**config.mk**
```make
export PLATFORM = sky130hd
export DESIGN_NAME = prefetch_queue_flat
export DESIGN_NICKNAME = d
export VERILOG_FILES = /design/src/rtl/prefetch_queue_pkg.sv /design/src/rtl/prefetch_queue_if.sv /design/src/rtl/prefetch_queue_ram.sv /design/src/rtl/prefetch_queue.sv /design/src/flat_wrapper.sv
export SDC_FILE = /design/constraint.sdc
export NUM_CORES = 1
export LEC_CHECK = 0
export ABC_AREA = 1
export BUFFER_PORTS_ARGS = -buffer_cell sky130_fd_sc_hd__buf_2
export CAP_MARGIN = 10
export CORE_ASPECT_RATIO = 0.6
export CORE_UTILIZATION = 30
export DETAILED_ROUTE_END_ITERATION = 10
export GPL_ROUTABILITY_DRIVEN = 0
export SLEW_MARGIN = 5
export SYNTH_ARGS = -nofsm -noshare
export SYNTH_HDL_FRONTEND = slang
export SYNTH_SLANG_ARGS = --single-unit
```
**constraint.sdc**
```tcl
create_clock -name clk -period 4.65 [get_ports clk]
set_input_delay 0.93 -clock clk [delete_from_list [all_inputs] [get_ports clk]]
set_output_delay 0.93 -clock clk [all_outputs]
set_load 0.01 [all_outputs]
```
**src/rtl/prefetch_queue_pkg.sv**
```systemverilog
// prefetch_queue_pkg: shared types and constants for the instruction prefetch queue.
// Holds the fetch-side request/response records, the NOP filler, the default
// buffer depth and the control-register record with its reset helper.
package prefetch_queue_pkg;

    localparam int unsigned PREFETCH_DEPTH_DEFAULT = 8;
    localparam logic [31:0] NOP = 32'h0000_0013;

    typedef struct packed {
        logic [31:0] pc;     // current fetch PC
        logic [31:0] npc;    // redirect target
        logic        spec;   // speculation redirect (exception, mret, jump, clear)
        logic        valid;  // fetch stage consumes the presented instruction
        logic        fence;  // fence.i style flush
        logic [31:0] rdata;  // imem word for fpc
        logic        ready;  // rdata valid this cycle
    } prefetch_in_type;

    typedef struct packed {
        logic [31:0] instr;  // instruction at the head of the queue
        logic [31:0] fpc;    // word-aligned imem request address
        logic        stall;  // head instruction not yet complete
    } prefetch_out_type;

    // Control state that does not depend on the buffer depth.
    typedef struct packed {
        logic [31:0] fpc;
        logic        skip;   // drop low halfword of the next accepted word
    } prefetch_ctrl_type;

    function automatic prefetch_ctrl_type ctrl_init(logic [31:0] addr);
        prefetch_ctrl_type c;
        c.fpc  = addr & 32'hFFFF_FFFC;
        c.skip = addr[1];
        return c;
    endfunction

    // A halfword whose two low bits are 2'b11 starts a 32-bit encoding.
    function automatic logic is_rvi(logic [1:0] lo);
        return lo == 2'b11;
    endfunction

endpackage

```
**src/rtl/prefetch_queue_if.sv**
```systemverilog
// prefetch_queue_if: bundles the fetch-stage/imem request and response records.
// The queue sits on the slave side; the fetch/imem side drives the master side.
interface prefetch_queue_if;
    import prefetch_queue_pkg::*;

    prefetch_in_type  prefetch_in;
    prefetch_out_type prefetch_out;

    modport master (output prefetch_in, input prefetch_out);
    modport slave  (input prefetch_in, output prefetch_out);
endinterface

```
**src/rtl/prefetch_queue_ram.sv**
```systemverilog
// prefetch_ram: DEPTH x 16 halfword store for the prefetch queue.
// Two write ports (consecutive slots of one fetched word) and two
// combinational read ports (head halfword and the one after it).
module prefetch_ram
    import prefetch_queue_pkg::*;
#(
    parameter int unsigned DEPTH = PREFETCH_DEPTH_DEFAULT
) (
    input  logic                     clk,
    input  logic                     we0_i,
    input  logic [$clog2(DEPTH)-1:0] waddr0_i,
    input  logic [15:0]              wdata0_i,
    input  logic                     we1_i,
    input  logic [$clog2(DEPTH)-1:0] waddr1_i,
    input  logic [15:0]              wdata1_i,
    input  logic [$clog2(DEPTH)-1:0] raddr0_i,
    output logic [15:0]              rdata0_o,
    input  logic [$clog2(DEPTH)-1:0] raddr1_i,
    output logic [15:0]              rdata1_o
);

    logic [15:0] mem_q [DEPTH];

    // Contents need no reset: occupancy is tracked by the queue's count.
    always_ff @(posedge clk) begin
        if (we0_i) mem_q[waddr0_i] <= wdata0_i;
        if (we1_i) mem_q[waddr1_i] <= wdata1_i;
    end

    assign rdata0_o = mem_q[raddr0_i];
    assign rdata1_o = mem_q[raddr1_i];

endmodule

```
**src/rtl/prefetch_queue.sv**
```systemverilog
// prefetch_queue: instruction prefetch queue between imem and the fetch stage.
// Fetches aligned words at its own pointer, buffers them as halfwords and
// presents the (16- or 32-bit) instruction at the head. Flushes on spec/fence.
// Optional feature macro: PREFETCH_BYPASS_EN (forward rdata straight to the
// fetch stage when the buffer is empty).
module prefetch_queue
    import prefetch_queue_pkg::*;
#(
    parameter int unsigned DEPTH      = PREFETCH_DEPTH_DEFAULT,  // power of two, >= 4
    parameter logic [31:0] RESET_ADDR = 32'h0
) (
    input logic             clk,
    input logic             rst,
    prefetch_queue_if.slave pf
);

    localparam int unsigned PW = $clog2(DEPTH);
    localparam int unsigned CW = PW + 1;
    localparam prefetch_ctrl_type CTRL_INIT = ctrl_init(RESET_ADDR);

    logic [PW-1:0]     rptr_q, rptr_d, wptr_q, wptr_d;
    logic [PW-1:0]     rptr_p1, wptr_p1;
    logic [CW-1:0]     count_q, count_d;
    prefetch_ctrl_type ctrl_q, ctrl_d;

    prefetch_in_type   in_s;
    prefetch_out_type  out_s;

    logic [15:0]       h0, h1;
    logic              head_rvi, buf_stall, redirect, room, accept, bypass;
    logic              pop, we0, we1;
    logic [CW-1:0]     pop_n, push_n;
    logic [15:0]       wdata0;
    logic              unused_in;

    assign in_s      = pf.prefetch_in;
    assign unused_in = ^{in_s.pc, in_s.npc[0]};

    assign rptr_p1 = rptr_q + PW'(1);
    assign wptr_p1 = wptr_q + PW'(1);

    prefetch_ram #(.DEPTH(DEPTH)) u_ram (
        .clk      (clk),
        .we0_i    (we0),
        .waddr0_i (wptr_q),
        .wdata0_i (wdata0),
        .we1_i    (we1),
        .waddr1_i (wptr_p1),
        .wdata1_i (in_s.rdata[31:16]),
        .raddr0_i (rptr_q),
        .rdata0_o (h0),
        .raddr1_i (rptr_p1),
        .rdata1_o (h1)
    );

    assign head_rvi  = is_rvi(h0[1:0]);
    assign redirect  = in_s.spec | in_s.fence;
    assign buf_stall = (count_q == '0) | ((count_q == CW'(1)) & head_rvi);
    // Room is judged on occupancy before this cycle's pop.
    assign room      = (CW'(DEPTH) - count_q) >= CW'(2);
    assign accept    = in_s.ready & ~redirect & room;

`ifdef PREFETCH_BYPASS_EN
    assign bypass = (count_q == '0) & ~ctrl_q.skip & in_s.ready & ~redirect;
`else
    assign bypass = 1'b0;
`endif

    // Head decode, optional rdata bypass and write-lane steering.
    always_comb begin
        out_s.fpc   = ctrl_q.fpc;
        out_s.stall = buf_stall;
        out_s.instr = head_rvi ? {h1, h0} : {16'h0, h0};
        pop         = in_s.valid & ~buf_stall & ~redirect;
        pop_n       = head_rvi ? CW'(2) : CW'(1);
        we0         = accept;
        we1         = accept & ~ctrl_q.skip;
        wdata0      = ctrl_q.skip ? in_s.rdata[31:16] : in_s.rdata[15:0];

        // Empty buffer and an aligned word arriving: hand it over directly and
        // only store whatever the fetch stage did not consume.
        if (bypass) begin
            out_s.stall = 1'b0;
            pop         = 1'b0;
            if (is_rvi(in_s.rdata[1:0])) begin
                out_s.instr = in_s.rdata;
                if (in_s.valid) begin
                    we0 = 1'b0;
                    we1 = 1'b0;
                end
            end else begin
                out_s.instr = {16'h0, in_s.rdata[15:0]};
                if (in_s.valid) begin
                    we0    = 1'b1;
                    we1    = 1'b0;
                    wdata0 = in_s.rdata[31:16];
                end
            end
        end

        if (out_s.stall) out_s.instr = NOP;
        push_n = CW'(we0) + CW'(we1);
    end

    assign pf.prefetch_out = out_s;

    // Pointer, occupancy and fetch-pointer update; a redirect overrides everything.
    always_comb begin
        rptr_d  = rptr_q;
        wptr_d  = wptr_q;
        count_d = count_q;
        ctrl_d  = ctrl_q;
        if (redirect) begin
            rptr_d      = '0;
            wptr_d      = '0;
            count_d     = '0;
            ctrl_d.fpc  = {in_s.npc[31:2], 2'b00};
            ctrl_d.skip = in_s.npc[1];
        end else begin
            if (pop) rptr_d = rptr_q + PW'(pop_n);
            wptr_d  = wptr_q + PW'(push_n);
            count_d = count_q + push_n - (pop ? pop_n : CW'(0));
            if (accept) begin
                ctrl_d.fpc  = ctrl_q.fpc + 32'd4;
                ctrl_d.skip = 1'b0;
            end
        end
    end

    // State registers with synchronous active-low reset.
    always_ff @(posedge clk) begin
        if (!rst) begin
            rptr_q  <= '0;
            wptr_q  <= '0;
            count_q <= '0;
            ctrl_q  <= CTRL_INIT;
        end else begin
            rptr_q  <= rptr_d;
            wptr_q  <= wptr_d;
            count_q <= count_d;
            ctrl_q  <= ctrl_d;
        end
    end

endmodule

```
**src/flat_wrapper.sv**
```systemverilog
// flat-port wrapper written by rule: the top's interface ports become plain ports
module prefetch_queue_flat import prefetch_queue_pkg::*;
#(
    parameter int unsigned DEPTH      = PREFETCH_DEPTH_DEFAULT,                       
    parameter logic [31:0] RESET_ADDR = 32'h0
)
  (clk, rst, pf_prefetch_in, pf_prefetch_out);
  prefetch_queue_if pf_i ();
  input logic clk;
  input logic rst;
  input wire logic [$bits(pf_i.prefetch_in)-1:0] pf_prefetch_in;
  output wire logic [$bits(pf_i.prefetch_out)-1:0] pf_prefetch_out;
  assign pf_i.prefetch_in = pf_prefetch_in;
  assign pf_prefetch_out = pf_i.prefetch_out;
  prefetch_queue #(.DEPTH(DEPTH), .RESET_ADDR(RESET_ADDR)) u_core (.clk(clk), .rst(rst), .pf(pf_i));
endmodule
```
==> results.toml, run 1 <==
[clocking]
cts_root_buffer = "clkbuf_16"
insertion_delay_ns = 0.45
clk_pin_slew_ns = 0.07
cts_buffer_depth = 2
holdBufCountCts = 0
htree_levels = 4
cts_made_buffers = 17
postCtsSetupRepairBufs = 0
cts_sinks = 172
cts_tree = "done"
ctsResizeCount = 0

[logic_synthesis]
ys_seq_area_share_pct = 41.61
synth_top_area_cell = "edfxtp_1"
synth-main-ff-cell = "edfxtp_1"
synthesis.area_um2 = 11350
synth_warnings = 0
synth_top_area_share_pct = 33.85
ys_types = 37
synth.area.top_cells = "edfxtp_1, nand2_1, dfxtp_1, o21ai_1, nand3_1"
async_reset_ff_share_pct = 0
syn_avg_cell_area_um2 = 7.435
synth_seq_cells = 172
synthCells = 1527
synth_edf_count = 128

[place]
pre_cts_ws_ns = 0.8232
port_buffers = 131
dpl.hpwl_um = 26470

[layout]
final_cell_mix = "nand2_1, o21ai_1, buf_2"
flow.area_growth_from_synthesis_pct = 11.41
n_fill_cell = 3895
regArea_um2 = 4727
n_antenna_cell = 0
multiInputGateArea_um2 = 5388
layout-drive-gt1-share_pct = 13.55
nets = 1700
final_common_cell = "nand2_1"

[critical_path]
crit_chain = "ha_1, xnor2_1, buf_4, inv_1, nand3_1, a21oi_1, buf_2"
path_class = "flip-flop to primary output"
crit_family = "buffers and inverters"
startpoint_type = "flip-flop"
cp_num_buf_inv = 3
crit_path_top_delay_cell = "dfxtp_2"
crit_required_ns = 3.72
max_stage_delay_ns = 0.63
end_kind = "primary output"
rr_worst_depth = 16
path_max_fanout = 23
timing.critical_path.arrival_ns = 2.93
cp.depth = 7

[die]
core_area_um2 = 36820
initial_core_util_pct = 30.83
num_rows = 54
dieArea_um2 = 38650
top_level_ports = 167
die_w_um = 253.1
die_h_um = 152.7

[sta]
worst_pin_slew_ns = 0.9657
setup_viol = 0
hold_viol = 0
fin_skew_ns = 0.01862
max_freq_ghz = 0.2590
max_slew_margin_pct = 35.62
drv_slew = 0
fin_crit_sh_pct = 83.04
tns_ns = 0
layout_min_cycle_time_ns = 3.861
rsz0062_at_grt = "false"
fin_ws_ns = 0.7888

[status]
status = "finished clean"

[pwr]
power_leakage_nw = 5.380
irDropWorstVdd_uv = 175.5
cellPowerDensity_nw_per_um2 = 281.8

[routing]
wire_per_inst_um = 18.56
avgViaCountPerCell = 5.180
num_vias = 10870
wl_met3_um = 4263
ant_nets = 0
firstDrtPassIters = 6
top_layer = "met5"
wl_met1_um = 18140
drt_iter0_markers = 1292
drc_errors = 0
wl_met2_um = 15730
routed_wl_um = 38940

[global_route]
grt_pass1_vias = 9684
antenna_found_initial = 3
grt_remaining_overflow = 0
track_usage_pct = 20.09
grt_max_degree = 52
grt_pass1_wl_um = 58560

[hold_path]
hold_class = "flip-flop to flip-flop"
min_path_cells = 2

[run]
cap_violations = 0
[layer usage]
| metal | vias up | GRT usage, % |
|---|---|---|
| li1 | 5211 | - |
| met1 | 5029 | 29.00 |
| met2 | 569 | 28.04 |
| met3 | 53 | 6.372 |
| met4 | 6 | 5.685 |
| met5 | - | 2.609 |
[worst min-delay path: stages (launching register included)]
cell and delay, ns:
dfxtp_1 0.34, inv_1 0.08, a21oi_1 0.06
[power breakdown]
| part | switching (W) | internal, W | total, W |
|---|---|---|---|
| combinational | 0.000257 | 0.000140 | 0.000397 |
| sequential | 0.0000373 | 0.00169 | 0.00173 |
| clock | 0.000725 | 0.000715 | 0.00144 |
| total | 0.00102 | 0.00255 | 0.00356 |
[cells in the mapped netlist, drive strengths merged, types with 12 or more instances]
cell type and n:
nand3 139, a21oi 73, o21ai 228, o211ai 21, clkbuf 36, a211oi 14, buf 84, ha 13
nor2 97, o31a 12, edfxtp 128, dfxtp 44, nand2 450, inv 132
[area by class of cell]
type	count	area share, %
repair buffers	154	6.549
clock buffers	17	3.363
well taps	504	4.986
inverters	133	3.947
multi-input cells	1103	42.60
flip-flops and latches	172	37.37
clock inverters	15	1.187
[path summary, 6_finish.rpt]
kind	startpoint	endpoint	slack, ns
worst min register to register	u_core.pf.prefetch_out[4]	u_core.pf.prefetch_out[4]	0.52
worst max-delay path	u_core.rptr_q[0]	pf_prefetch_out[64]	0.79
worst max register to register	u_core.count_q[0]	u_core.count_q[3]	1.32
worst min-delay path	u_core.pf.prefetch_out[4]	u_core.pf.prefetch_out[4]	0.52
[state kept, by name, indices dropped and copies added, names as in the netlist, named ones only]
register                count
u_core.pf.prefetch_out     30
u_core.rptr_q               3
u_core.wptr_q               3
u_core.u_ram.mem_q        128
u_core.ctrl_q               1
u_core.count_q              4
[through the flow]
step	power (W)	cells	cell area, um^2	hold slack (ns)	utilization [%]
finish	0.003565	2098	12650	0.5172	34.35
floorplan	0.002033	1528	11360	0.4708	-
global placement	0.002144	2066	12070	0.4935	32.79
detailed placement	0.002154	2066	12070	0.4947	32.79
global route	0.003697	2098	12650	0.5451	34.35
CTS	0.003578	2098	12650	0.5075	34.35
[logic make-up (layout without fill, tap and decap cells)]
group	after synthesis	after routing	synth area share, %
AOI/OAI and AO/OA	351	351	16.67
xor gates and xnor gates	15	15	1.157
adders and majority gates	17	17	2.138
buffers and inverters	253	319	11.13
DFF	172	172	41.61
other	1	2	0.03303
and+or+nand+nor	718	718	27.25
(Power assumes the default switching activity.)
==> run 2, diff against run 1 <==
==> constraint.sdc (replaced) <==
create_clock -name clk -period 3.22 [get_ports clk]
set_input_delay 0.644 -clock clk [delete_from_list [all_inputs] [get_ports clk]]
set_output_delay 0.644 -clock clk [all_outputs]
set_load 0.01 [all_outputs]
==> results.toml, run 2 (same netlist as run 1, synthesis figures left out) <==
[status]
status = "finished clean"

[layout]
n_antenna_cell = 0
design_area_um2 = 12830
final_cell_count_no_fill = 2116
layout-drive-gt1-share_pct = 14.76
n_fill_cell = 3846
nets = 1718
final_cell_mix = "nand2_1, o21ai_1, buf_2"
utilization_pct = 34.84
regMostFlops = "u_core.u_ram.mem_q"
flow.area_growth_from_synthesis_pct = 13.00
final_common_cell = "nand2_1"
largest_register_ffs = 128

[global_route]
grt_pass1_wl_um = 60070
met2_usage_pct = 28.30
grt_max_degree = 75
antenna_found_initial = 0
track_usage_pct = 20.38
gr-max-usage-layer = "met1"
grt_pass1_vias = 9933
use_met1_pct = 30.66
grt_remaining_overflow = 0
grt_use_met3_pct = 5.381

[pwr]
irDropWorstVdd_uv = 234.8
power_leakage_nw = 5.484
cellPowerDensity_nw_per_um2 = 400.6

[clocking]
cts_tree = "done"
clk_pin_slew_ns = 0.07
cts_made_buffers = 17
cts_root_buffer = "clkbuf_16"
holdBufCountCts = 0
insertion_delay_ns = 0.45
cts_sinks = 172
postCtsSetupRepairBufs = 0
htree_levels = 4
cts_buffer_depth = 2

[critical_path]
crit_required_ns = 2.58
cp_num_buf_inv = 4
crit_family = "simple AND/OR/NAND/NOR gates"
end_kind = "primary output"
cpMostUsedCell = "nand2_1"
crit_path_top_delay_cell = "dfxtp_4"
path_class = "flip-flop to primary output"
path_max_fanout = 17
max_stage_delay_ns = 0.44
crit_chain = "inv_6, nand2_1, nand3_1, nand2_1, nand2_1, nand2_1, nand2_1, inv_1, nand2_4, buf_4, a21oi_1, buf_2"
startpoint_type = "flip-flop"
timing.critical_path.arrival_ns = 2.46

[place]
port_buffers = 131
place_inst = 2084
placed_area_um2 = 12220
pre_cts_ws_ns = 0.3305
dpl.hpwl_um = 26870

[run]
cap_violations = 0

[die]
die_w_um = 253.1
top_level_ports = 167
dieArea_um2 = 38650
die_h_um = 152.7
num_rows = 54
core_area_um2 = 36820
initial_core_util_pct = 30.83

[sta]
hold_viol = 0
max_freq_ghz = 0.3218
max_slew_margin_pct = 51.45
fin_ws_ns = 0.1126
rsz0062_at_grt = "false"
fin_skew_ns = 0.01441
fin_crit_sh_pct = 96.50
drv_slew = 0
tns_ns = 0
worst_pin_slew_ns = 0.7235
setup_viol = 0
layout_min_cycle_time_ns = 3.107

[routing]
num_vias = 10960
routed_wl_um = 39210
drt_iter0_markers = 1316
drc_errors = 0
firstDrtPassIters = 5
ant_nets = 0
avgViaCountPerCell = 5.179
wire_per_inst_um = 18.53

[hold_path]
hold_class = "primary input to flip-flop"
## run 2: cell types whose count changed in the layout (fill, tap and decap cells not counted)
cell      before  now
nand2_4        0    1
a21oi_1       73   71
inv_2          7    6
dfxtp_4        0    1
a21oi_2        0    2
a211oi_2       0    1
dfxtp_1       42   41
inv_6          3    4
nand2_2        3    2
buf_8          0    1
buf_12         0    1
a211oi_1      14   13
buf_4         23   39
## run 2: power by group
group,total (W),internal [W],switching [W]
combinational,0.000583,0.000208,0.000375
sequential,0.00249,0.00244,0.0000513
clock,0.00206,0.00103,0.00103
## run 2: path summary, 6_finish.rpt
| check | from | end | slack, ns | cells past startpoint |
|---|---|---|---|---|
| max | flip-flop | pf_prefetch_out[59] | 0.11 | 12 |
| min | pf_prefetch_in[37] | u_core.ctrl_q[0] | 0.47 | 3 |
| max reg2reg | u_core.count_q[1] | u_core.wptr_q[2] | 0.43 | 11 |
| min reg2reg | u_core.pf.prefetch_out[9] | u_core.pf.prefetch_out[9] | 0.51 | 2 |
## run 2: layout make-up
class | count | area [um^2] | share of cell area, %
well taps | 504 | 630.6 | 4.915
clock inverters | 15 | 150.1 | 1.170
multi-input cells | 1103 | 5405 | 42.13
clock buffers | 17 | 425.4 | 3.316
repair buffers | 172 | 983.4 | 7.665
flip-flops and latches | 172 | 4731 | 36.87
inverters | 133 | 504.2 | 3.930
## run 2: routing by layer
metal | up-vias | wire length, um
met4 | 0 | 541
met5 | - | 0
li1 | 5235 | -
met3 | 46 | 4624
met2 | 608 | 15840
met1 | 5070 | 18210
## run 2: timing repair
| item | 4_1_cts | 5_1_grt |
|---|---|---|
| pin swaps | 0 | 0 |
| resized for setup | 4 | 8 |
| setup endpoints to repair | 14 | 24 |
## run 2: per-stage QoR
stage	hold slack, ns	power (W)
final	0.4710	0.005140
after global placement	0.4929	0.003101
after detailed placement	0.5049	0.003117
after global routing	0.4537	0.005320
after floorplan	0.4708	0.002935
after CTS	0.4490	0.005166
## run 2: worst reg2reg max path, stage by stage (launching register included)
cell and delay, ns:
dfxtp_1 0.31, inv_1 0.17, ha_1 0.27, a21oi_1 0.15, nand4_2 0.22, nand2_2 0.19
buf_4 0.37, nor2_1 0.14, ha_1 0.22, fa_1 0.41, xnor2_1 0.17, nor2_1 0.06
==> run 3, diff against run 2 <==
--- a/config.mk
+++ b/config.mk
@@ -8,10 +8,10 @@
 export ABC_AREA = 1
 export BUFFER_PORTS_ARGS = -buffer_cell sky130_fd_sc_hd__buf_2
 export CAP_MARGIN = 10
-export CORE_ASPECT_RATIO = 0.6
 export CORE_UTILIZATION = 30
 export DETAILED_ROUTE_END_ITERATION = 10
 export GPL_ROUTABILITY_DRIVEN = 0
+export REMOVE_ABC_BUFFERS = 1
 export SLEW_MARGIN = 5
 export SYNTH_ARGS = -nofsm -noshare
 export SYNTH_HDL_FRONTEND = slang
==> results.toml, run 3 (same netlist as run 1, synthesis figures left out) <==
[layout]
final_common_cell = "nand2_1"
nets = 1723
regMostFlops = "u_core.u_ram.mem_q"
flow.area_growth_from_synthesis_pct = 13.48
layout-drive-gt1-share_pct = 15.09
n_antenna_cell = 0
final_cell_mix = "nand2_1, o21ai_1, buf_2"
largest_register_ffs = 128

[place]
dpl.hpwl_um = 22890
port_buffers = 131
pre_cts_ws_ns = 0.1310

[routing]
top_layer = "met5"
routed_wl_um = 35600
firstDrtPassIters = 8
wl_met1_um = 14970
num_vias = 10690
ant_nets = 0
wl_met3_um = 3198
drt_iter0_markers = 874
avgViaCountPerCell = 5.038
drc_errors = 0
wire_per_inst_um = 16.78
wl_met2_um = 16680

[pwr]
cellPowerDensity_nw_per_um2 = 403.0
power_frac_seq_pct = 48.0
p_sw_w = 0.001379
combPwrFrac_pct = 10.8
power_leakage_nw = 5.528
internal_power_w = 0.003813
irDropWorstVdd_uv = 352.6
power_w = 0.005192
sw_frac_of_total_pct = 26.55
clkPwrFrac_pct = 41.2

[critical_path]
path_max_fanout = 14
timing.critical_path.arrival_ns = 2.42
rr_worst_depth = 14
crit_family = "simple AND/OR/NAND/NOR gates"
cp_num_buf_inv = 3
r2r_slack_ns = 0.30
end_kind = "primary output"
path_class = "flip-flop to primary output"
crit_required_ns = 2.58
r2r_end = "u_core.count_q[3]"
startpoint_type = "flip-flop"
rr_startpoint = "u_core.count_q[1]"
max_stage_delay_ns = 0.41
crit_path_top_delay_cell = "dfxtp_4"
cpMostUsedCell = "nand2_1"
crit_chain = "inv_4, nand2_1, nand3_1, nand2_1, nand2_1, nand2_1, nand3_2, nand2_2, buf_4, a211oi_1, buf_2"

[status]
status = "finished clean"

[global_route]
track_usage_pct = 18.56
antenna_found_initial = 2
grt_max_degree = 38
grt_pass1_wl_um = 54910
grt_remaining_overflow = 0
grt_pass1_vias = 10020

[clocking]
cts_buffer_depth = 2
cts_made_buffers = 17
insertion_delay_ns = 0.44
holdBufCountCts = 0
cts_tree = "done"
cts_sinks = 172
clk_pin_slew_ns = 0.07
htree_levels = 4
cts_root_buffer = "clkbuf_16"
ctsResizeCount = 1
postCtsSetupRepairBufs = 0

[sta]
worst_pin_slew_ns = 0.7260
max_slew_margin_pct = 51.23
max_freq_ghz = 0.3265
setup_viol = 0
fin_skew_ns = 0.008921
fin_ws_ns = 0.1575
rsz0062_at_grt = "false"
fin_crit_sh_pct = 95.11
layout_min_cycle_time_ns = 3.062
hold_viol = 0
drv_slew = 0
holdWs_ns = 0.4743

[hold_path]
hold_class = "primary input to flip-flop"
min_from = "pf_prefetch_in[44]"
min_path_cells = 3
whs_endpoint = "u_core.pf.prefetch_out[9]"

[die]
core_area_um2 = 36960
die_h_um = 196.5
top_level_ports = 167
initial_core_util_pct = 30.72
dieArea_um2 = 38630
num_rows = 70
die_w_um = 196.5

[run]
cap_violations = 0
-- run 3: changes by cell type in the layout (fill, tap and decap cells not counted), moves of 2 or more --
cell / delta
buf_4: +6
o21ai_1: -3
o21ai_2: +3
bufinv_16: +2
clkinv_2: +2
clkinv_8: -2
clkinvlp_4: -2
inv_8: -2
-- run 3: metal layers --
layer | GRT usage, % | up-vias
met1 | 23.42 | 4886
li1 | - | 5246
met4 | 6.858 | 4
met5 | 0 | -
met3 | 3.474 | 51
met2 | 31.43 | 499
-- run 3: final cells by class --
class                           count  area [um^2]
Timing Repair Buffer              177         1013
Multi-Input combinational cell   1103         5420
Sequential cell                   172         4730
Clock buffer                       18        429.2
Clock inverter                     14        158.9
Tap cell                          504        630.6
Fill cell                        3871        24080
Inverter                          133        501.7
-- run 3: worst max-delay path by stage --
stage                               end  slack (ns)  depth (start not counted)
CTS                 pf_prefetch_out[49]        0.01                         11
floorplan             u_core.count_q[3]       -1.10                         16
global route        pf_prefetch_out[61]        0.02                         12
finish              pf_prefetch_out[48]        0.16                         11
detailed placement    u_core.count_q[3]        0.13                         13
global placement      u_core.count_q[3]        0.20                         13
-- run 3: through the flow --
stage / TNS [ns] / std cells / utilization, % / instance area [um^2]
5_1_grt: 0 / 2121 / 34.86 / 12880
4_1_cts: 0 / 2121 / 34.82 / 12870
6_report: 0 / 2121 / 34.86 / 12880
3_5_place_dp: 0 / 2089 / 33.22 / 12280
2_1_floorplan: -94.10 / 1408 / - / 10590
3_3_place_gp: 0 / 2089 / 33.22 / 12280
-- run 3: tightest hold or removal path, stage by stage --
cell,delay [ns]
buf_2,0.08
a21oi_1,0.05
a21oi_1,0.10
-- run 3: power groups by stage --
stage                     sequential (W)  clock [W]  combinational (W)
after floorplan                  0.00254          0           0.000343
after global placement           0.00254          0           0.000547
final                            0.00249    0.00214           0.000562
after CTS                        0.00249    0.00216           0.000563
after global routing             0.00250    0.00224           0.000640
after detailed placement         0.00254          0           0.000560
